==> src/rtl/iq_round_sat_stream_if.sv <==
`default_nettype none
// +----------------------------------------------------------------------+
// | Module      : iq_round_sat_stream_if                                 |
// | Description : Stream bundle for the IQ round/saturate block: input   |
// |               beat handshake, output beat handshake and the          |
// |               saturation-counter side channel.                       |
// | Revision    : 1.0 - initial release                                  |
// +----------------------------------------------------------------------+
interface iq_round_sat_stream_if #(
  parameter int IN_WORD_LENGTH  = 19,
  parameter int OUT_WORD_LENGTH = 12,
  parameter int CNT_WIDTH       = 16
);
  // input side
  logic                              in_valid;
  logic                              in_ready;
  logic signed [IN_WORD_LENGTH-1:0]  i_in;
  logic signed [IN_WORD_LENGTH-1:0]  q_in;
  logic        [1:0]                 mode;

  // output side
  logic                              out_valid;
  logic                              out_ready;
  logic signed [OUT_WORD_LENGTH-1:0] i_out;
  logic signed [OUT_WORD_LENGTH-1:0] q_out;
  logic                              sat_flag;

  // saturation statistics
  logic                              clr_count;
  logic        [CNT_WIDTH-1:0]       sat_count;

  // producer / consumer / controller side (drives samples, takes results)
  modport master (
    output in_valid, i_in, q_in, mode, out_ready, clr_count,
    input  in_ready, out_valid, i_out, q_out, sat_flag, sat_count
  );

  // the rounding/saturating block itself
  modport slave (
    input  in_valid, i_in, q_in, mode, out_ready, clr_count,
    output in_ready, out_valid, i_out, q_out, sat_flag, sat_count
  );
endinterface
`default_nettype wire

==> src/rtl/iq_round_sat_stream.sv <==
`default_nettype none
// +----------------------------------------------------------------------+
// | Module      : iq_round_sat_stream                                    |
// | Description : Two-stage I/Q requantiser. Stage 1 rounds away the     |
// |               extra fractional bits (4 selectable modes) into an     |
// |               exact value with one guard bit; stage 2 clips to the   |
// |               output range and flags clipped beats. Valid/ready      |
// |               stream with a sticky saturation counter.               |
// | Revision    : 1.0 - initial release                                  |
// +----------------------------------------------------------------------+
module iq_round_sat_stream #(
  parameter int IN_WORD_LENGTH   = 19,
  parameter int IN_FLOAT_LENGTH  = 15,
  parameter int OUT_WORD_LENGTH  = 12,
  parameter int OUT_FLOAT_LENGTH = 11,
  parameter int CNT_WIDTH        = 16
) (
  input  wire logic             CLK,
  input  wire logic             RST,
  iq_round_sat_stream_if.slave  bus
);

  // number of fractional bits removed by rounding
  localparam int c_D     = IN_FLOAT_LENGTH - OUT_FLOAT_LENGTH;
  // input sign-extended by one bit so the rounding increment never overflows
  localparam int c_EXT_W = IN_WORD_LENGTH + 1;
  // exact rounded value: integer bits plus output fraction plus one guard bit
  localparam int c_S1_W  = IN_WORD_LENGTH - c_D + 1;

  localparam logic [1:0] c_MODE_FLOOR     = 2'd0;
  localparam logic [1:0] c_MODE_HALF_UP   = 2'd1;
  localparam logic [1:0] c_MODE_HALF_EVEN = 2'd2;
  localparam logic [1:0] c_MODE_TO_ZERO   = 2'd3;

  localparam logic [c_EXT_W-1:0] c_ONE     = {{(c_EXT_W-1){1'b0}}, 1'b1};
  localparam logic [c_EXT_W-1:0] c_HALF    = c_ONE << (c_D - 1);
  localparam logic [c_EXT_W-1:0] c_HALF_M1 = c_HALF - c_ONE;
  localparam logic [c_EXT_W-1:0] c_FULL_M1 = (c_ONE << c_D) - c_ONE;

  // Every mode is expressed as floor(x + inc) so one adder serves all four:
  //   floor      : inc = 0
  //   half up    : inc = 2^(D-1)
  //   half even  : inc = 2^(D-1) - 1 + lsb_of_floor  (ties go up only when
  //                the floored value is odd; non-ties behave as nearest)
  //   toward zero: inc = 2^D - 1 for negative inputs (ceil), else 0
  function automatic logic [c_S1_W-1:0] f_round(
    input logic [IN_WORD_LENGTH-1:0] x,
    input logic [1:0]                m
  );
    logic [c_EXT_W-1:0] v_ext;
    logic [c_EXT_W-1:0] v_inc;
    logic [c_EXT_W-1:0] v_sum;
    v_ext = {x[IN_WORD_LENGTH-1], x};
    case (m)
      c_MODE_FLOOR:     v_inc = '0;
      c_MODE_HALF_UP:   v_inc = c_HALF;
      c_MODE_HALF_EVEN: v_inc = c_HALF_M1 + {{(c_EXT_W-1){1'b0}}, x[c_D]};
      c_MODE_TO_ZERO:   v_inc = x[IN_WORD_LENGTH-1] ? c_FULL_M1 : '0;
      default:          v_inc = '0;
    endcase
    v_sum = v_ext + v_inc;
    return v_sum[c_EXT_W-1:c_D];
  endfunction

  // Clip an exact stage-1 value into the output word. Returns
  // {clipped, value}; the excess integer bits are only discarded after
  // the range decision has been made.
  function automatic logic [OUT_WORD_LENGTH:0] f_sat(
    input logic [c_S1_W-1:0] v
  );
    logic v_all_ones;
    logic v_all_zeros;
    v_all_ones  = &v[c_S1_W-1:OUT_WORD_LENGTH-1];
    v_all_zeros = ~|v[c_S1_W-1:OUT_WORD_LENGTH-1];
    if (v_all_ones || v_all_zeros) begin
      return {1'b0, v[OUT_WORD_LENGTH-1:0]};
    end else if (v[c_S1_W-1]) begin
      return {1'b1, 1'b1, {(OUT_WORD_LENGTH-1){1'b0}}};
    end else begin
      return {1'b1, 1'b0, {(OUT_WORD_LENGTH-1){1'b1}}};
    end
  endfunction

  // pipeline state
  logic                       r_s1_valid;
  logic [c_S1_W-1:0]          r_s1_i;
  logic [c_S1_W-1:0]          r_s1_q;
  logic                       r_out_valid;
  logic [OUT_WORD_LENGTH-1:0] r_i_out;
  logic [OUT_WORD_LENGTH-1:0] r_q_out;
  logic                       r_sat_flag;
  logic [CNT_WIDTH-1:0]       r_sat_count;

  // combinational datapath and control
  logic                       w_enable;
  logic                       w_out_xfer;
  logic                       w_cnt_max;
  logic [c_S1_W-1:0]          w_i_rnd;
  logic [c_S1_W-1:0]          w_q_rnd;
  logic [OUT_WORD_LENGTH:0]   w_i_sat;
  logic [OUT_WORD_LENGTH:0]   w_q_sat;

  // Both stages move together whenever the output slot is free or being
  // drained, so a stalled output freezes the whole pipe and its inputs.
  assign w_enable   = ~r_out_valid | bus.out_ready;
  assign w_out_xfer = r_out_valid & bus.out_ready;
  assign w_cnt_max  = &r_sat_count;

  assign w_i_rnd = f_round(bus.i_in, bus.mode);
  assign w_q_rnd = f_round(bus.q_in, bus.mode);
  assign w_i_sat = f_sat(r_s1_i);
  assign w_q_sat = f_sat(r_s1_q);

  assign bus.in_ready  = w_enable & ~RST;
  assign bus.out_valid = r_out_valid;
  assign bus.i_out     = r_i_out;
  assign bus.q_out     = r_q_out;
  assign bus.sat_flag  = r_sat_flag;
  assign bus.sat_count = r_sat_count;

  // Stage 1: round each accepted beat using the mode sampled with it.
  always_ff @(posedge CLK) begin
    if (RST) begin
      r_s1_valid <= 1'b0;
      r_s1_i     <= '0;
      r_s1_q     <= '0;
    end else if (w_enable) begin
      r_s1_valid <= bus.in_valid;
      if (bus.in_valid) begin
        r_s1_i <= w_i_rnd;
        r_s1_q <= w_q_rnd;
      end
    end
  end

  // Stage 2: clip to the output range; the flag travels with its data.
  always_ff @(posedge CLK) begin
    if (RST) begin
      r_out_valid <= 1'b0;
      r_i_out     <= '0;
      r_q_out     <= '0;
      r_sat_flag  <= 1'b0;
    end else if (w_enable) begin
      r_out_valid <= r_s1_valid;
      if (r_s1_valid) begin
        r_i_out    <= w_i_sat[OUT_WORD_LENGTH-1:0];
        r_q_out    <= w_q_sat[OUT_WORD_LENGTH-1:0];
        r_sat_flag <= w_i_sat[OUT_WORD_LENGTH] | w_q_sat[OUT_WORD_LENGTH];
      end
    end
  end

  // Count clipped beats as they leave; sticks at all ones, clear wins.
  always_ff @(posedge CLK) begin
    if (RST) begin
      r_sat_count <= '0;
    end else if (bus.clr_count) begin
      r_sat_count <= '0;
    end else if (w_out_xfer && r_sat_flag && !w_cnt_max) begin
      r_sat_count <= r_sat_count + 1'b1;
    end
  end

endmodule
`default_nettype wire

==> src/flat_wrapper.sv <==
// flat-port wrapper written by rule: the top's interface ports become plain ports
module iq_round_sat_stream_flat 
#(
  parameter int IN_WORD_LENGTH   = 19,
  parameter int IN_FLOAT_LENGTH  = 15,
  parameter int OUT_WORD_LENGTH  = 12,
  parameter int OUT_FLOAT_LENGTH = 11,
  parameter int CNT_WIDTH        = 16
)
  (CLK, RST, bus_in_valid, bus_i_in, bus_q_in, bus_mode, bus_out_ready, bus_clr_count, bus_in_ready, bus_out_valid, bus_i_out, bus_q_out, bus_sat_flag, bus_sat_count);
  iq_round_sat_stream_if #(.IN_WORD_LENGTH(IN_WORD_LENGTH), .OUT_WORD_LENGTH(OUT_WORD_LENGTH), .CNT_WIDTH(CNT_WIDTH)) bus_i ();
  input  wire logic CLK;
  input  wire logic RST;
  input wire logic [$bits(bus_i.in_valid)-1:0] bus_in_valid;
  input wire logic [$bits(bus_i.i_in)-1:0] bus_i_in;
  input wire logic [$bits(bus_i.q_in)-1:0] bus_q_in;
  input wire logic [$bits(bus_i.mode)-1:0] bus_mode;
  input wire logic [$bits(bus_i.out_ready)-1:0] bus_out_ready;
  input wire logic [$bits(bus_i.clr_count)-1:0] bus_clr_count;
  output wire logic [$bits(bus_i.in_ready)-1:0] bus_in_ready;
  output wire logic [$bits(bus_i.out_valid)-1:0] bus_out_valid;
  output wire logic [$bits(bus_i.i_out)-1:0] bus_i_out;
  output wire logic [$bits(bus_i.q_out)-1:0] bus_q_out;
  output wire logic [$bits(bus_i.sat_flag)-1:0] bus_sat_flag;
  output wire logic [$bits(bus_i.sat_count)-1:0] bus_sat_count;
  assign bus_i.in_valid = bus_in_valid;
  assign bus_i.i_in = bus_i_in;
  assign bus_i.q_in = bus_q_in;
  assign bus_i.mode = bus_mode;
  assign bus_i.out_ready = bus_out_ready;
  assign bus_i.clr_count = bus_clr_count;
  assign bus_in_ready = bus_i.in_ready;
  assign bus_out_valid = bus_i.out_valid;
  assign bus_i_out = bus_i.i_out;
  assign bus_q_out = bus_i.q_out;
  assign bus_sat_flag = bus_i.sat_flag;
  assign bus_sat_count = bus_i.sat_count;
  iq_round_sat_stream #(.IN_WORD_LENGTH(IN_WORD_LENGTH), .IN_FLOAT_LENGTH(IN_FLOAT_LENGTH), .OUT_WORD_LENGTH(OUT_WORD_LENGTH), .OUT_FLOAT_LENGTH(OUT_FLOAT_LENGTH), .CNT_WIDTH(CNT_WIDTH)) u_core (.CLK(CLK), .RST(RST), .bus(bus_i));
endmodule
==> config.mk <==
export PLATFORM = sky130hd
export DESIGN_NAME = iq_round_sat_stream_flat
export DESIGN_NICKNAME = d
export VERILOG_FILES = /design/src/rtl/iq_round_sat_stream_if.sv /design/src/rtl/iq_round_sat_stream.sv /design/src/flat_wrapper.sv
export SDC_FILE = /design/constraint.sdc
export NUM_CORES = 1
export LEC_CHECK = 0
export BUFFER_PORTS_ARGS = -buffer_cell sky130_fd_sc_hd__buf_2
export CAP_MARGIN = 40
export CORE_MARGIN = 1.5
export CORE_UTILIZATION = 54
export DETAILED_ROUTE_END_ITERATION = 10
export PLACE_DENSITY = 0.77
export REMOVE_ABC_BUFFERS = 1
export SYNTH_ARGS = -nofsm -noshare
export SYNTH_HDL_FRONTEND = slang
export SYNTH_SLANG_ARGS = --single-unit
==> constraint.sdc <==
create_clock -name CLK -period 2.3 [get_ports CLK]
set_clock_uncertainty 0.1 [all_clocks]
set_input_delay 0.115 -clock CLK [delete_from_list [all_inputs] [get_ports CLK]]
set_output_delay 0.115 -clock CLK [all_outputs]
set_load 0.01 [all_outputs]
=== Word-level counts from Yosys, hierarchy flattened ===
Index checks and enable logic that the tools add are counted.
Widths: inputs -> output; s select.

* Flip-flop bits (word level): 75
* Bits of input ports: 45

* Bitwise logic cells: 6
* Mux-type cells: 8
* Equality and inequality tests: 3
* Add/sub/neg operators: 5
* Reductions and logical operators: 16

{| class="wikitable"
|+ Operators with widths
! cell !! number
|-
| $pmux 20 s4 || 2
|-
| $add 20x20->20 || 2
|-
| $mux 13 || 2
|-
| $mux 12 || 2
|-
| $add 16x1->16 const B || 1
|-
| $reduce_and 16->1 || 1
|-
| $reduce_and 5->1 || 2
|-
| $reduce_or 5->1 || 2
|-
| $add 3x1->4 const A || 2
|-
| $mux 4 || 2
|-
| $eq 2x2->1 const B || 2
|-
| $reduce_and 2->1 || 2
|-
| $logic_not 1->1 || 3
|-
| $and 1x1->1 || 2
|-
| $eq 2x1->1 const B || 1
|-
| $logic_and 1x1->1 || 2
|-
| $logic_not 2->1 || 1
|-
| $logic_or 1x1->1 || 2
|-
| $not 1->1 || 2
|-
| $or 1x1->1 || 2
|-
| $reduce_or 2->1 || 1
|}

=== Longest topological paths before layout ===
* Word-level depth: 5
* Gate-level depth with buffers: 10
* Gate-level depth less buffers: 8

=== Worst setup path after synthesis ===
No wires, ideal clock.

* Kind: in2reg
* Start: input bus_q_in[4]
* End: register u_core.r_s1_q[4]
* Data arrival time: 1.782 ns
* Path slack: 0.327 ns
* Data required time: 2.109 ns
* Library setup time: 0.091 ns
* Buffers on the path: 2
* Stages on the path: 9
* Cells stage by stage: buf_2 > a21oi_1 > a31oi_1 > ha_1 > o311a_1 > a31oi_1 > buf_2 > or4_1 > a311oi_1

* Longest elaborated chain between the ends: 3

{| class="wikitable"
|+ Ends and longest elaborated chain
! what !! RTL line !! source
|-
| start, declared || flat_wrapper.sv:16 || <nowiki>input wire logic [$bits(bus_i.q_in)-1:0] bus_q_in;</nowiki>
|-
| $add 3x1->4 || iq_round_sat_stream.sv:57 || <nowiki>c_MODE_HALF_EVEN: v_inc = c_HALF_M1 + {{(c_EXT_W-1){1'b0}}, x[c_D]};</nowiki>
|-
| $pmux 20 s4 || iq_round_sat_stream.sv:54 || <nowiki>case (m)</nowiki>
|-
| $add 20x20->20 * || iq_round_sat_stream.sv:61 || <nowiki>v_sum = v_ext + v_inc;</nowiki>
|-
| end signal, assigned || iq_round_sat_stream.sv:131 || <nowiki>r_s1_q <= w_q_rnd;</nowiki>
|-
| end, declared || iq_round_sat_stream.sv:87 || <nowiki>logic [c_S1_W-1:0] r_s1_q;</nowiki>
|}

Every way passes the cells marked *; elsewhere a longest branch is shown, timed or not. The select of a mux whose other input is x is not followed.
A chain may end at the register's enable or synchronous reset.

=== Final worst setup path ===
* Start: input bus_i_in[8]
* End: register u_core.r_s1_i[13]

* Longest elaborated chain between the ends: 1

{| class="wikitable"
|+ Ends and longest elaborated chain
! what !! RTL line !! source
|-
| start, declared || flat_wrapper.sv:15 || <nowiki>input wire logic [$bits(bus_i.i_in)-1:0] bus_i_in;</nowiki>
|-
| $add 20x20->20 || iq_round_sat_stream.sv:61 ||
|-
| end signal, assigned || iq_round_sat_stream.sv:130 || <nowiki>r_s1_i <= w_i_rnd;</nowiki>
|-
| end, declared || iq_round_sat_stream.sv:86 || <nowiki>logic [c_S1_W-1:0] r_s1_i;</nowiki>
|}

Every way passes these cells.

==> flow_summary.yaml <==
run_status:
  status: "completed"
cts:
  ctsHtreeMaxLevel: 3
  cts.sink_count: 75
  worst_setup_hold_path_clk_slew_ns: 0.07
  total_setup_buffers_inserted_after_cts: 0
  cts_inserted_buffers: 9
  clk-insertion-delay-late_ns: 0.35
  clock-root-buffer: "sky130_fd_sc_hd__clkbuf_8"
  tritoncts_clock_tree: "yes"
  cts_max_path_buffers: 2
sta:
  setup_slack_ns: 0.142
  finalSetupViolations: 0
  final_count_of_pins_violating_max_slew: 0
  timing.hold.ws_ns: 0.0221
  final_min_period_over_clock_period: 0.938
  hold_viol_final: 0
  slew-limit-headroom: 0.418
  final_period_minus_worst_setup_slack_ns: 2.16
  tightestPinTransition_ns: 0.869
  rsz0062_at_grt: "no"
  timing.setup.tns_ns: 0
  achievable-frequency_ghz: 0.463
flow_run:
  number_of_max_capacitance_violations_reported: 0
global_routing:
  global_route_wire_length_before_repair_um: 16200
  first_global_vias: 3631
  track_usage: 0.268
  initial_antenna_violation_count: 0
  grt-ovfl-total: 0
  grt_start_max_net_pins: 60
synth:
  post_synth_most_frequent_cells: "sky130_fd_sc_hd__dfxtp_1 (75), sky130_fd_sc_hd__nor2_1 (62), sky130_fd_sc_hd__a21oi_1 (33)"
  synth.yosys.warnings: 0
  yosysSeqAreaShare: 0.398
  most_frequent_cell_after_synthesis: "sky130_fd_sc_hd__dfxtp_1"
  post_synthesis_cell_count: 469
  postSynth.asyncResetShare: 0
  mappedNetlistArea_mm2: 0.00377
  synth_top_area_share: 0.398
  synthTopCellsByArea: "sky130_fd_sc_hd__dfxtp_1 (40%), sky130_fd_sc_hd__nor2_1 (6.2%), sky130_fd_sc_hd__a311oi_1 (4.4%)"
  synth_cell_types: 43
  synth_seq_cells: 75
  area_leader_netlist: "sky130_fd_sc_hd__dfxtp_1"
  synth_edf_count: 0
  synth_area_per_cell_um2: 8.04
  postSynth.topFlopCell: "sky130_fd_sc_hd__dfxtp_1"
floorplanning:
  num_rows: 30
  floorplan.io_pins: 88
  initial_core_util: 0.558
  core-area_mm2: 0.00676
  floorplan.die.width_um: 86.6
  die_y_um: 86.6
  die-area_mm2: 0.00749
worst_setup_path:
  criticalPathCategory: "input pin to register"
  cell_with_the_largest_stage_delay_on_the_worst_path: "sky130_fd_sc_hd__dlygate4sd3_1"
  critical_path_required_ns: 2.46
  worst_r2r_path_depth: 5
  setup.worst_path.end_class: "register"
  crit_fanout: 5
  crit_path_max_incr_delay_ns: 0.57
  setup.reg_to_reg.worst_slack_ns: 0.35
  cp_cell_sequence: "dlygate4sd3_1, buf_2, nand4_1, nor4_4, nand4_1, dlygate4sd3_1, a311oi_1"
  crit-reg2reg-capture: "u_core.bus.sat_count[12]"
  startpoint_type: "input pin"
  crit-reg2reg-launch: "u_core.bus.sat_count[0]"
  worst-endpoint-arrival_ns: 2.32
routing:
  drt_initial_violations: 240
  drt_first_pass_iters: 4
  wl_per_cell_um: 15.0
  total_number_of_vias: 4035
  drt_drc_violations_left: 0
  routed_wirelength_um: 9800
  route.antenna.remaining_nets: 0
  vias_per_cell: 6.17
placement:
  gp_weighted_congestion: 0.894
  place_hpwl_um: 6750
  pre_cts_ws_ns: 0.0197
  io_buffer_count: 87
  placed_cells_incl_taps: 618
final_layout:
  diodes: 0
  finalNetCount: 618
  post_synthesis_to_final_layout_area_growth_pct: 24.3
  final-instance-count-excl-fill: 654
  final_core_utilization: 0.694
  filler_cell_count: 563
  final_layout_size_suffix_gt1_frac: 0.218
power:
  worst_ir_drop_on_vdd_v: 0.000287
  cellPowerDensity_mw_per_mm2: 611
  p_leak_nw: 1.86
hold_path:
  hold_path.class: "input pin to register"
  whs_endpoint: "u_core.r_s1_valid"
  hold_crit_depth: 4
  hp-start: "bus_out_ready"
[placed cells by master, fill, tap and decap left out, types with 4 or more instances in the layout]
master,n
sky130_fd_sc_hd__buf_2,87
sky130_fd_sc_hd__dfxtp_1,75
sky130_fd_sc_hd__nor2_1,62
sky130_fd_sc_hd__a21oi_1,33
sky130_fd_sc_hd__nand2_1,28
sky130_fd_sc_hd__nor3_1,25
sky130_fd_sc_hd__dlygate4sd3_1,21
sky130_fd_sc_hd__a311oi_1,19
sky130_fd_sc_hd__nand3_1,18
sky130_fd_sc_hd__o21ai_0,17
sky130_fd_sc_hd__or3_1,16
sky130_fd_sc_hd__o31ai_1,14
sky130_fd_sc_hd__or4_1,14
sky130_fd_sc_hd__buf_4,14
sky130_fd_sc_hd__inv_1,12
sky130_fd_sc_hd__nor4_1,12
sky130_fd_sc_hd__nand4_1,11
sky130_fd_sc_hd__and4_1,9
sky130_fd_sc_hd__clkbuf_8,9
sky130_fd_sc_hd__o211ai_1,8
sky130_fd_sc_hd__a211oi_1,7
sky130_fd_sc_hd__nand2b_1,6
sky130_fd_sc_hd__o311a_1,5
sky130_fd_sc_hd__and3_1,5
sky130_fd_sc_hd__mux2i_1,5
sky130_fd_sc_hd__a31o_2,4
sky130_fd_sc_hd__o41ai_1,4
[cell families after synthesis]
group                    share of synthesized area
multiplexers                                0.0133
adder cells (fa/ha/maj)                    0.00995
AO/OA/AOI/OAI                                0.222
AND/OR/NAND/NOR                              0.305
buffers and inverters                       0.0471
XOR/XNOR                                   0.00465
flip-flops                                   0.398
[metal layers]
layer	GRT usage	routed length [um]	up-vias
met1	0.349	4440	1883
met4	0.106	168	0
met5	0	0	-
met2	0.444	4600	149
li1	-	-	1987
met3	0.0438	596	16
[stage by stage]
stage	power (mW)	instance area, um^2
CTS	2.87	4670
detailed placement	1.89	4280
floorplan	1.69	3640
finish	2.86	4690
global placement	1.87	4270
global route	3.00	4690
[area by class of cell]
| cell class | instances | area (um^2) | area share |
|---|---|---|---|
| clock buffers | 10 | 128 | 0.0272 |
| clock inverters | 5 | 55.1 | 0.0117 |
| inverters | 12 | 45.0 | 0.00961 |
| multi-input cells | 350 | 2110 | 0.450 |
| flip-flops and latches | 75 | 1500 | 0.320 |
| well taps | 80 | 100 | 0.0214 |
| repair buffers | 122 | 751 | 0.160 |
[flip-flops by register name, summed over array words and instances, names as in the netlist]
name,count
u_core.r_s1_i,16
u_core.bus.i_out,12
u_core.bus.q_out,12
u_core.r_s1_q,16
u_core.bus.sat_count,16
u_core.bus.sat_flag,1
u_core.r_s1_valid,1
u_core.bus.out_valid,1
[timing repair]
item                       CTS  global route
hold endpoints to repair    21             0
hold buffers                21             0
setup endpoints to repair    0             1
resized for setup            0             2
[worst max-delay path by stage]
stage                              start                end  cells past startpoint
CTS                          bus_i_in[8]  u_core.r_s1_i[13]                      7
finish                       bus_i_in[8]  u_core.r_s1_i[13]                      7
floorplan           u_core.bus.out_valid  u_core.r_s1_i[12]                      4
global route                 bus_i_in[8]  u_core.r_s1_i[13]                      7
detailed placement           bus_mode[1]  u_core.r_s1_i[10]                     10
global placement             bus_mode[1]   u_core.r_s1_i[9]                     10
[where the power goes]
part / leakage, nW / switching, mW / total (mW) / internal (mW)
registers: 0.617 / 0.0485 / 1.43 / 1.38
logic: 1.15 / 0.271 / 0.466 / 0.195
clock network: 0.0881 / 0.479 / 0.970 / 0.492
[critical path, delay by kind of cell]
family,cells,cell delay [ns]
compound gates,1,0.25
buf+inv,3,1.25
simple gates,3,0.70
Power figures use the tool's default switching activity.
